--- src/rtl/serial_byte_rx_if.sv ---
// rtl/serial_byte_rx_if.sv - pin-side and FIFO-side signals of serial_byte_rx
interface serial_byte_rx_if #(
  parameter int DATA_W = 8
);
  logic              SDI;
  logic              SEN;
  logic              POP;
  logic              CLR_ERR;
  logic [DATA_W-1:0] DOUT;
  logic              VALID;
  logic              FULL;
  logic              OVF;
  logic              FRAME_ERR;
  logic              PAR_ERR;

  modport master (
    output SDI, SEN, POP, CLR_ERR,
    input  DOUT, VALID, FULL, OVF, FRAME_ERR, PAR_ERR
  );

  modport slave (
    input  SDI, SEN, POP, CLR_ERR,
    output DOUT, VALID, FULL, OVF, FRAME_ERR, PAR_ERR
  );
endinterface

--- src/rtl/serial_byte_rx.sv ---
// rtl/serial_byte_rx.sv - MSB-first serial word receiver feeding a FWFT FIFO
// Optional even-parity bit per frame enabled by defining PARITY_EN.
module serial_byte_rx #(
  parameter int DATA_W     = 8,
  parameter int FIFO_DEPTH = 4
) (
  input  logic             CLK,
  input  logic             RST,
  serial_byte_rx_if.slave  bus
);

`ifdef PARITY_EN
  localparam int FRAME_BITS = DATA_W + 1;
`else
  localparam int FRAME_BITS = DATA_W;
`endif
  localparam int CW = $clog2(FRAME_BITS + 1);
  localparam int AW = $clog2(FIFO_DEPTH);
  localparam logic [CW-1:0] LAST_BIT = CW'(FRAME_BITS - 1);
  localparam logic [AW:0]   DEPTH_C  = (AW+1)'(FIFO_DEPTH);

  typedef enum logic {S_IDLE, S_SHIFT} state_t;

  state_t            r_state;
  logic [DATA_W-1:0] r_shift;
  logic [CW-1:0]     r_bit_cnt;
  logic              r_done;
  logic [DATA_W-1:0] r_mem [FIFO_DEPTH];
  logic [AW-1:0]     r_wr_ptr;
  logic [AW-1:0]     r_rd_ptr;
  logic [AW:0]       r_count;
  logic              r_ovf;
  logic              r_frame_err;
`ifdef PARITY_EN
  logic              r_par_ok;
  logic              r_par_err;
`endif

  logic [DATA_W-1:0] w_shifted;
  logic              w_last;
  logic              w_full;
  logic              w_valid;
  logic              w_pop;
  logic              w_push_req;
  logic              w_push;
  logic              w_drop;
  logic              w_frame_abort;

  assign w_shifted     = {r_shift[DATA_W-2:0], bus.SDI};
  assign w_last        = (r_bit_cnt == LAST_BIT);
  assign w_full        = (r_count == DEPTH_C);
  assign w_valid       = (r_count != '0);
  assign w_pop         = bus.POP && w_valid;
`ifdef PARITY_EN
  assign w_push_req    = r_done && r_par_ok;
`else
  assign w_push_req    = r_done;
`endif
  // A pop on the same edge frees the slot, so a full FIFO still accepts the push.
  assign w_push        = w_push_req && (!w_full || w_pop);
  assign w_drop        = w_push_req && !w_push;
  assign w_frame_abort = (r_state == S_SHIFT) && !bus.SEN && (r_bit_cnt != '0);

  always_ff @(posedge CLK) begin
    if (!RST) begin
      r_state     <= S_IDLE;
      r_shift     <= '0;
      r_bit_cnt   <= '0;
      r_done      <= 1'b0;
      r_wr_ptr    <= '0;
      r_rd_ptr    <= '0;
      r_count     <= '0;
      r_ovf       <= 1'b0;
      r_frame_err <= 1'b0;
`ifdef PARITY_EN
      r_par_ok    <= 1'b0;
      r_par_err   <= 1'b0;
`endif
    end else begin
      r_done <= 1'b0;
      case (r_state)
        S_IDLE: begin
          if (bus.SEN) begin
            r_shift   <= w_shifted;
            r_bit_cnt <= CW'(1);
            r_state   <= S_SHIFT;
          end
        end
        S_SHIFT: begin
          if (bus.SEN) begin
`ifdef PARITY_EN
            // Parity bit is checked but not shifted, so r_shift holds the word.
            if (w_last) r_par_ok <= ~(^r_shift ^ bus.SDI);
            else        r_shift  <= w_shifted;
`else
            r_shift <= w_shifted;
`endif
            if (w_last) begin
              r_done    <= 1'b1;
              r_bit_cnt <= '0;
            end else begin
              r_bit_cnt <= r_bit_cnt + 1'b1;
            end
          end else begin
            r_state   <= S_IDLE;
            r_bit_cnt <= '0;
          end
        end
        default: r_state <= S_IDLE;
      endcase

      if (w_push) r_wr_ptr <= r_wr_ptr + 1'b1;
      if (w_pop)  r_rd_ptr <= r_rd_ptr + 1'b1;
      case ({w_push, w_pop})
        2'b10:   r_count <= r_count + 1'b1;
        2'b01:   r_count <= r_count - 1'b1;
        default: r_count <= r_count;
      endcase

      if (w_drop)           r_ovf <= 1'b1;
      else if (bus.CLR_ERR) r_ovf <= 1'b0;
      if (w_frame_abort)    r_frame_err <= 1'b1;
      else if (bus.CLR_ERR) r_frame_err <= 1'b0;
`ifdef PARITY_EN
      if (r_done && !r_par_ok) r_par_err <= 1'b1;
      else if (bus.CLR_ERR)    r_par_err <= 1'b0;
`endif
    end
  end

  // The completed word is still in r_shift on the push edge, even if the next frame starts.
  always_ff @(posedge CLK) begin
    if (w_push) r_mem[r_wr_ptr] <= r_shift;
  end

  assign bus.DOUT      = w_valid ? r_mem[r_rd_ptr] : '0;
  assign bus.VALID     = w_valid;
  assign bus.FULL      = w_full;
  assign bus.OVF       = r_ovf;
  assign bus.FRAME_ERR = r_frame_err;
`ifdef PARITY_EN
  assign bus.PAR_ERR   = r_par_err;
`else
  assign bus.PAR_ERR   = 1'b0;
`endif

endmodule

--- src/flat_wrapper.sv ---
// flat-port wrapper written by rule: the top's interface ports become plain ports
module serial_byte_rx_flat 
#(
  parameter int DATA_W     = 8,
  parameter int FIFO_DEPTH = 4
)
  (CLK, RST, bus_SDI, bus_SEN, bus_POP, bus_CLR_ERR, bus_DOUT, bus_VALID, bus_FULL, bus_OVF, bus_FRAME_ERR, bus_PAR_ERR);
  serial_byte_rx_if #(.DATA_W(DATA_W)) bus_i ();
  input  logic CLK;
  input  logic RST;
  input wire logic [$bits(bus_i.SDI)-1:0] bus_SDI;
  input wire logic [$bits(bus_i.SEN)-1:0] bus_SEN;
  input wire logic [$bits(bus_i.POP)-1:0] bus_POP;
  input wire logic [$bits(bus_i.CLR_ERR)-1:0] bus_CLR_ERR;
  output wire logic [$bits(bus_i.DOUT)-1:0] bus_DOUT;
  output wire logic [$bits(bus_i.VALID)-1:0] bus_VALID;
  output wire logic [$bits(bus_i.FULL)-1:0] bus_FULL;
  output wire logic [$bits(bus_i.OVF)-1:0] bus_OVF;
  output wire logic [$bits(bus_i.FRAME_ERR)-1:0] bus_FRAME_ERR;
  output wire logic [$bits(bus_i.PAR_ERR)-1:0] bus_PAR_ERR;
  assign bus_i.SDI = bus_SDI;
  assign bus_i.SEN = bus_SEN;
  assign bus_i.POP = bus_POP;
  assign bus_i.CLR_ERR = bus_CLR_ERR;
  assign bus_DOUT = bus_i.DOUT;
  assign bus_VALID = bus_i.VALID;
  assign bus_FULL = bus_i.FULL;
  assign bus_OVF = bus_i.OVF;
  assign bus_FRAME_ERR = bus_i.FRAME_ERR;
  assign bus_PAR_ERR = bus_i.PAR_ERR;
  serial_byte_rx #(.DATA_W(DATA_W), .FIFO_DEPTH(FIFO_DEPTH)) u_core (.CLK(CLK), .RST(RST), .bus(bus_i));
endmodule
--- config.mk ---
export PLATFORM = sky130hd
export DESIGN_NAME = serial_byte_rx_flat
export DESIGN_NICKNAME = d
export VERILOG_FILES = /design/src/rtl/serial_byte_rx_if.sv /design/src/rtl/serial_byte_rx.sv /design/src/flat_wrapper.sv
export SDC_FILE = /design/constraint.sdc
export NUM_CORES = 1
export LEC_CHECK = 0
export CAP_MARGIN = 20
export CORE_MARGIN = 4
export CORE_UTILIZATION = 25
export DETAILED_ROUTE_END_ITERATION = 16
export MAX_ROUTING_LAYER = met4
export SYNTH_ARGS = -nofsm -noshare
export SYNTH_HDL_FRONTEND = slang
export SYNTH_SLANG_ARGS = --single-unit
export TNS_END_PERCENT = 10
--- constraint.sdc ---
create_clock -name CLK -period 3 [get_ports CLK]
set_input_delay 0.9 -clock CLK [delete_from_list [all_inputs] [get_ports CLK]]
set_output_delay 0.9 -clock CLK [all_outputs]
set_load 0.1 [all_outputs]
# Yosys cells after proc, flatten, opt, wreduce, memory -nomap -nowiden
# Memory sizes are Yosys's and may differ from the RTL's. A register that Yosys moved wholly into a read port is not among the register bits.
# Cells that the tools add are included.
[word_totals]
ff_bits = 23
latchBits = 0
mem_bits_rw = 32
mem_bits_ro = 0
word_cells = 52
mem_count = 1
[classes]
add_sub_neg = 5
n_mul = 0
n_div = 0
n_lt_le_gt_ge = 0
eq_ne = 5
shifts = 0
n_mux = 16
n_bitwise = 1
reduce_logical = 15
[mem_list]
columns = ["name", "depth", "word_bits", "rd", "rd_ports_with_merged_regs", "wr", "line_no", "source"]
rows = [
  ["u_core.r_mem", 4, 8, 1, 1, 1, "serial_byte_rx.sv:28", "logic [DATA_W-1:0] r_mem [FIFO_DEPTH];"],
]
[ops]
columns = ["op", "count"]
rows = [
  ["$mux 8", 2],
  ["$mux 4", 3],
  ["$pmux 4 s2", 1],
  ["$mux 1", 7],
  ["$pmux 3 s2", 1],
  ["$reduce_bool 2->1", 3],
  ["$logic_and 1x1->1", 5],
  ["$add 2x1->2 const B", 2],
  ["$add 4x1->4 const B", 1],
  ["$eq 4x3->1 const B", 1],
  ["$mux 2", 2],
  ["$reduce_bool 4->1", 1],
  ["$add 3x1->3 const B", 1],
  ["$eq 3x3->1 const B", 1],
  ["$logic_not 1->1", 3],
  ["$reduce_and 3->1", 1],
  ["$reduce_bool 3->1", 1],
  ["$sub 3x1->3 const B", 1],
  ["$eq 2x1->1 const B", 1],
  ["$eq 2x2->1 const B", 1],
  ["$ne 2x2->1 const B", 1],
  ["$logic_or 1x1->1", 1],
  ["$not 1->1", 1],
]

# Longest topological paths before layout
[logic_depth]
ltp_word = 7
ltp_mapped = 10
depth_no_buf = 9

# Worst setup path after synthesis
# Ideal clock, no wire load.
[synth_timing]
path_kind = "register -> output"
start = "register (tool-made name)"
end = "output bus_DOUT[1]"
arrival_ns = 2.151
path_slack_ns = -0.051
path_stages_with_launch = 4
n_path_buf = 1
cell_sequence = "dfxtp_1 buf_2 mux4_2 nor2b_1"
[synth_lines]
columns = ["item", "line_no", "source"]
rows = [
  ["end, declared", "flat_wrapper.sv:15", "output wire logic [$bits(bus_i.DOUT)-1:0] bus_DOUT;"],
]

# Worst setup path after layout
[layout_timing]
start = "input bus_POP"
end = "register u_core.r_count[2]"
[layout_via]
elab_chain_len = 5
[layout_lines]
columns = ["item", "line_no", "source"]
rows = [
  ["start, declared", "flat_wrapper.sv:13", "input wire logic [$bits(bus_i.POP)-1:0] bus_POP;"],
  ["$logic_and 1x1->1 *", "serial_byte_rx.sv:53", "assign w_pop = bus.POP && w_valid;"],
  ["$logic_or 1x1->1", "serial_byte_rx.sv:60", "assign w_push = w_push_req && (!w_full || w_pop);"],
  ["$logic_and 1x1->1", "serial_byte_rx.sv:60", ""],
  ["$eq 2x1->1 or $eq 2x2->1 (tied branches)", "serial_byte_rx.sv:114", "case ({w_push, w_pop})"],
  ["$pmux 3 s2 or $reduce_bool 2->1 (tied branches)", "--", ""],
  ["end signal, assigned", "serial_byte_rx.sv:115", "2'b10: r_count <= r_count + 1'b1;"],
  ["end signal, assigned", "serial_byte_rx.sv:116", "2'b01: r_count <= r_count - 1'b1;"],
  ["end signal, assigned", "serial_byte_rx.sv:117", "default: r_count <= r_count;"],
  ["end, declared", "serial_byte_rx.sv:31", "logic [AW:0] r_count;"],
]
# Every way passes the cells marked *; elsewhere a longest branch is shown, timed or not.
# A chain may end at the register's enable or synchronous reset.

==> flow_summary.ini <==
[timing]
report.final.setup_viol = 0
fin_crit_ps = 2790
fin_worst_skew_ps = 5.13
report.final.hold_viol_count = 0
slew_viol_final = 0
final.hold.worst_slack_ps = 495
final.period_utilization_pct = 93.1
timing.fmax_ghz = 0.358
final_critical_path_setup_slack_ps = 208
grt_setup_unrepaired = false

[worst_hold_path]
min_from = u_core.r_wr_ptr[1]
timing.hold.worst.class = register to register
hold_path_depth = 2
hold_endpoint = u_core.r_wr_ptr[1]

[layout]
drive_above_1_share_pct = 21.9
multi_input_comb_area_sq_um = 801
n_antenna_cell = 0
fillCellCount = 899
layout.cells.non_filler = 321
nets = 219
syn2layout_area_growth_pct = 27.2
register_cell_area_after_layout_sq_um = 1460

[pwr]
power.share.sequential_pct = 51.0
switching_power_uw = 320
combinationalPowerShare_pct = 2.5
power.clock.fraction_pct = 46.5
vdd_drop_max_mv = 0.202
fin_total_pwr_uw = 1620
power_leakage_uw = 0.00108
power.density_nw_per_um2 = 546
sw_frac_of_total_pct = 19.7
internal_power_uw = 1300

[setup_path]
startpoint_type = input port
cp_data_arrival_time_ps = 3050
cp_max_fo = 2
r2r_slack_ps = 810
reg2reg_to = u_core.r_count[2]
worst-r2r-cell-count = 9
worst-endpoint-required_ps = 3260
r2r-start = u_core.r_count[0]
timing.setup.critical_path_class = input port to register
crit_path_end_kind = register

[grt]
grt.total_usage_pct = 7.82
grt_antenna_before_repair = 0
grt_start_max_net_pins = 17
globalRoute.totalOverflow = 0
grt_pass1_wl_mm = 6.27
first_global_vias = 1316

[synth]
synth_async_sr_flop_share_pct = 0
synth_enable_flop_cells = 32
synthCells = 176
synth_seq_cells = 57
netlist_top_cells_count = sky130_fd_sc_hd__edfxtp_1 (32), sky130_fd_sc_hd__dfxtp_1 (25), sky130_fd_sc_hd__nor2_1 (15)
synth.cell_area_sq_um = 2330
avgSynthCellArea_sq_um = 13.3
most_numerous_cell_in_the_yosys_netlist = sky130_fd_sc_hd__edfxtp_1
synth_sequential_area_ratio_pct = 62.6
post_synth_num_cell_types = 32
synth.top_cell.area_share_pct = 41.2
synth_ff_type = sky130_fd_sc_hd__edfxtp_1
synth_top_family_by_area = simple AND/OR/NAND/NOR gates
synthTopCellsByArea = sky130_fd_sc_hd__edfxtp_1 (41%), sky130_fd_sc_hd__dfxtp_1 (21%), sky130_fd_sc_hd__mux4_2 (7.7%)
yosys_warnings = 0
yosys.area_share.simple_pct = 12.5
synth_compound_area_share_pct = 3.75
synth.net_count = 190
synthXorXnorAreaFrac_pct = 1.13
synth.area.mux_share_pct = 12.0
synth.largest_area_cell = sky130_fd_sc_hd__edfxtp_1
synth-adder-area-share_pct = 4.61

[detailed_routing]
first_pass_iters = 4
overall_routed_net_length_mm = 3.90
vias_per_std_cell = 4.22
post-route-drc-count = 0
initial_drt_markers = 66
drt.antenna.violating_nets = 0
num_vias = 1356
drt-wirelength-per-cell_um = 12.2

[floorplanning]
initial_core_util_pct = 25.5
core_area_sq_um = 9150
die_outline_width_um = 105
dieArea_sq_um = 10900
row_count = 35
die_height_um = 105
ios = 19

[status]
run_status = complete, no violations

[cts]
clk_path_buf_depth = 2
post_cts_resized = 0
clock_sinks = 57
cts_root_buffer = sky130_fd_sc_hd__clkbuf_8
number_of_buffers_added_for_setup_after_cts = 0
cts_buffers = 9
tritoncts = built
holdBufCountCts = 0
clk_latency_ps = 330
cts.clk_slew.worst_paths_ps = 60
cts-htree-levels = 3

[place]
place.detailed.hpwl_mm = 2.65
placed_cells_incl_taps = 305
gp_congestion = 0.755
place_ws_ps = -146
portBuffers = 17

[flow_run]
max_cap_viol_count = 0
==> final cells by class <==
cell class	count	area share [%]
tap	111	4.68
clock buffer	10	4.30
multi-input combinational	101	27.0
inverter	10	1.26
timing repair buffer	26	10.8
clock inverter	6	2.78
sequential	57	49.2
==> worst max-delay path by stage <==
stage	slack (ps)	start	depth (start not counted)	endpoint
2_1_floorplan	-50	register	3	bus_DOUT[4]
3_3_place_gp	-40	bus_POP	10	u_core.r_count[2]
3_5_place_dp	-150	bus_POP	10	u_core.r_count[2]
4_1_cts	200	bus_POP	10	u_core.r_count[2]
5_1_grt	100	bus_POP	10	u_core.r_count[2]
6_report	210	bus_POP	10	u_core.r_count[2]
==> through the flow <==
stage | setup TNS [ps] | instance area [sq um] | utilization [%]
global route | 0 | 2970 | 32.4
CTS | 0 | 2970 | 32.4
detailed placement | -146 | 2760 | 30.1
floorplan | -103 | 2340 | -
global placement | -44.3 | 2760 | 30.1
finish | 0 | 2970 | 32.4
==> critical path, cell delays in order <==
cell                              delay (ps)
sky130_fd_sc_hd__clkdlybuf4s50_1         410
sky130_fd_sc_hd__nor4b_1                 370
sky130_fd_sc_hd__nor2b_1                 110
sky130_fd_sc_hd__inv_1                    70
sky130_fd_sc_hd__ha_1                    160
sky130_fd_sc_hd__inv_1                    50
sky130_fd_sc_hd__fa_1                    370
sky130_fd_sc_hd__xor2_1                  160
sky130_fd_sc_hd__or3_1                   300
sky130_fd_sc_hd__a21oi_1                 140
==> layout by cell type (no fill, tap or decap), drive strengths merged, types with 6 or more instances in the layout <==
cell,count
a21oi,7
and2b,6
buf,21
clkbuf,10
dfxtp,25
edfxtp,32
ha,7
inv,10
mux2i,10
mux4,8
nand2,11
nor2,15
nor2b,6
o21ai,6
==> sequential cells by signal, indices dropped and copies added, names as in the netlist, named ones only <==
| name | flops |
|---|---|
| u_core.bus.OVF | 1 |
| u_core.r_rd_ptr | 2 |
| u_core.r_done | 1 |
| u_core.r_shift | 8 |
| u_core.r_bit_cnt | 4 |
| u_core.r_state | 1 |
| u_core.r_count | 3 |
| u_core.r_mem | 32 |
| u_core.r_wr_ptr | 2 |
| u_core.bus.FRAME_ERR | 1 |
==> power by group through the flow <==
| stage | Sequential [uW] | Clock, uW | Combinational, uW |
|---|---|---|---|
| 6_report | 827 | 753 | 40.9 |
| 5_1_grt | 827 | 810 | 44.2 |
| 4_1_cts | 827 | 771 | 41.4 |
| 3_5_place_dp | 844 | 0 | 41.3 |
| 3_3_place_gp | 844 | 0 | 41.2 |
| 2_1_floorplan | 844 | 0 | 24.1 |
==> per-layer routing <==
metal	vias to the layer above	share of wire, %	global-route usage [%]
met5	-	0	-
met4	0	0.077	3.94
met3	2	4.0	3.34
met2	21	52	12.5
met1	652	44	8.26
li1	681	-	-
==> logic make-up (layout without fill, tap and decap cells) <==
family / count (synthesis) / count (layout)
AO/OA/AOI/OAI: 16 / 16
XOR/XNOR: 3 / 3
adder cells (fa/ha/maj): 8 / 8
buffers and inverters: 18 / 52
flip-flops: 57 / 57
multiplexers: 18 / 18
other: 1 / 1
AND/OR/NAND/NOR: 55 / 55
(Power assumes the default switching activity.)
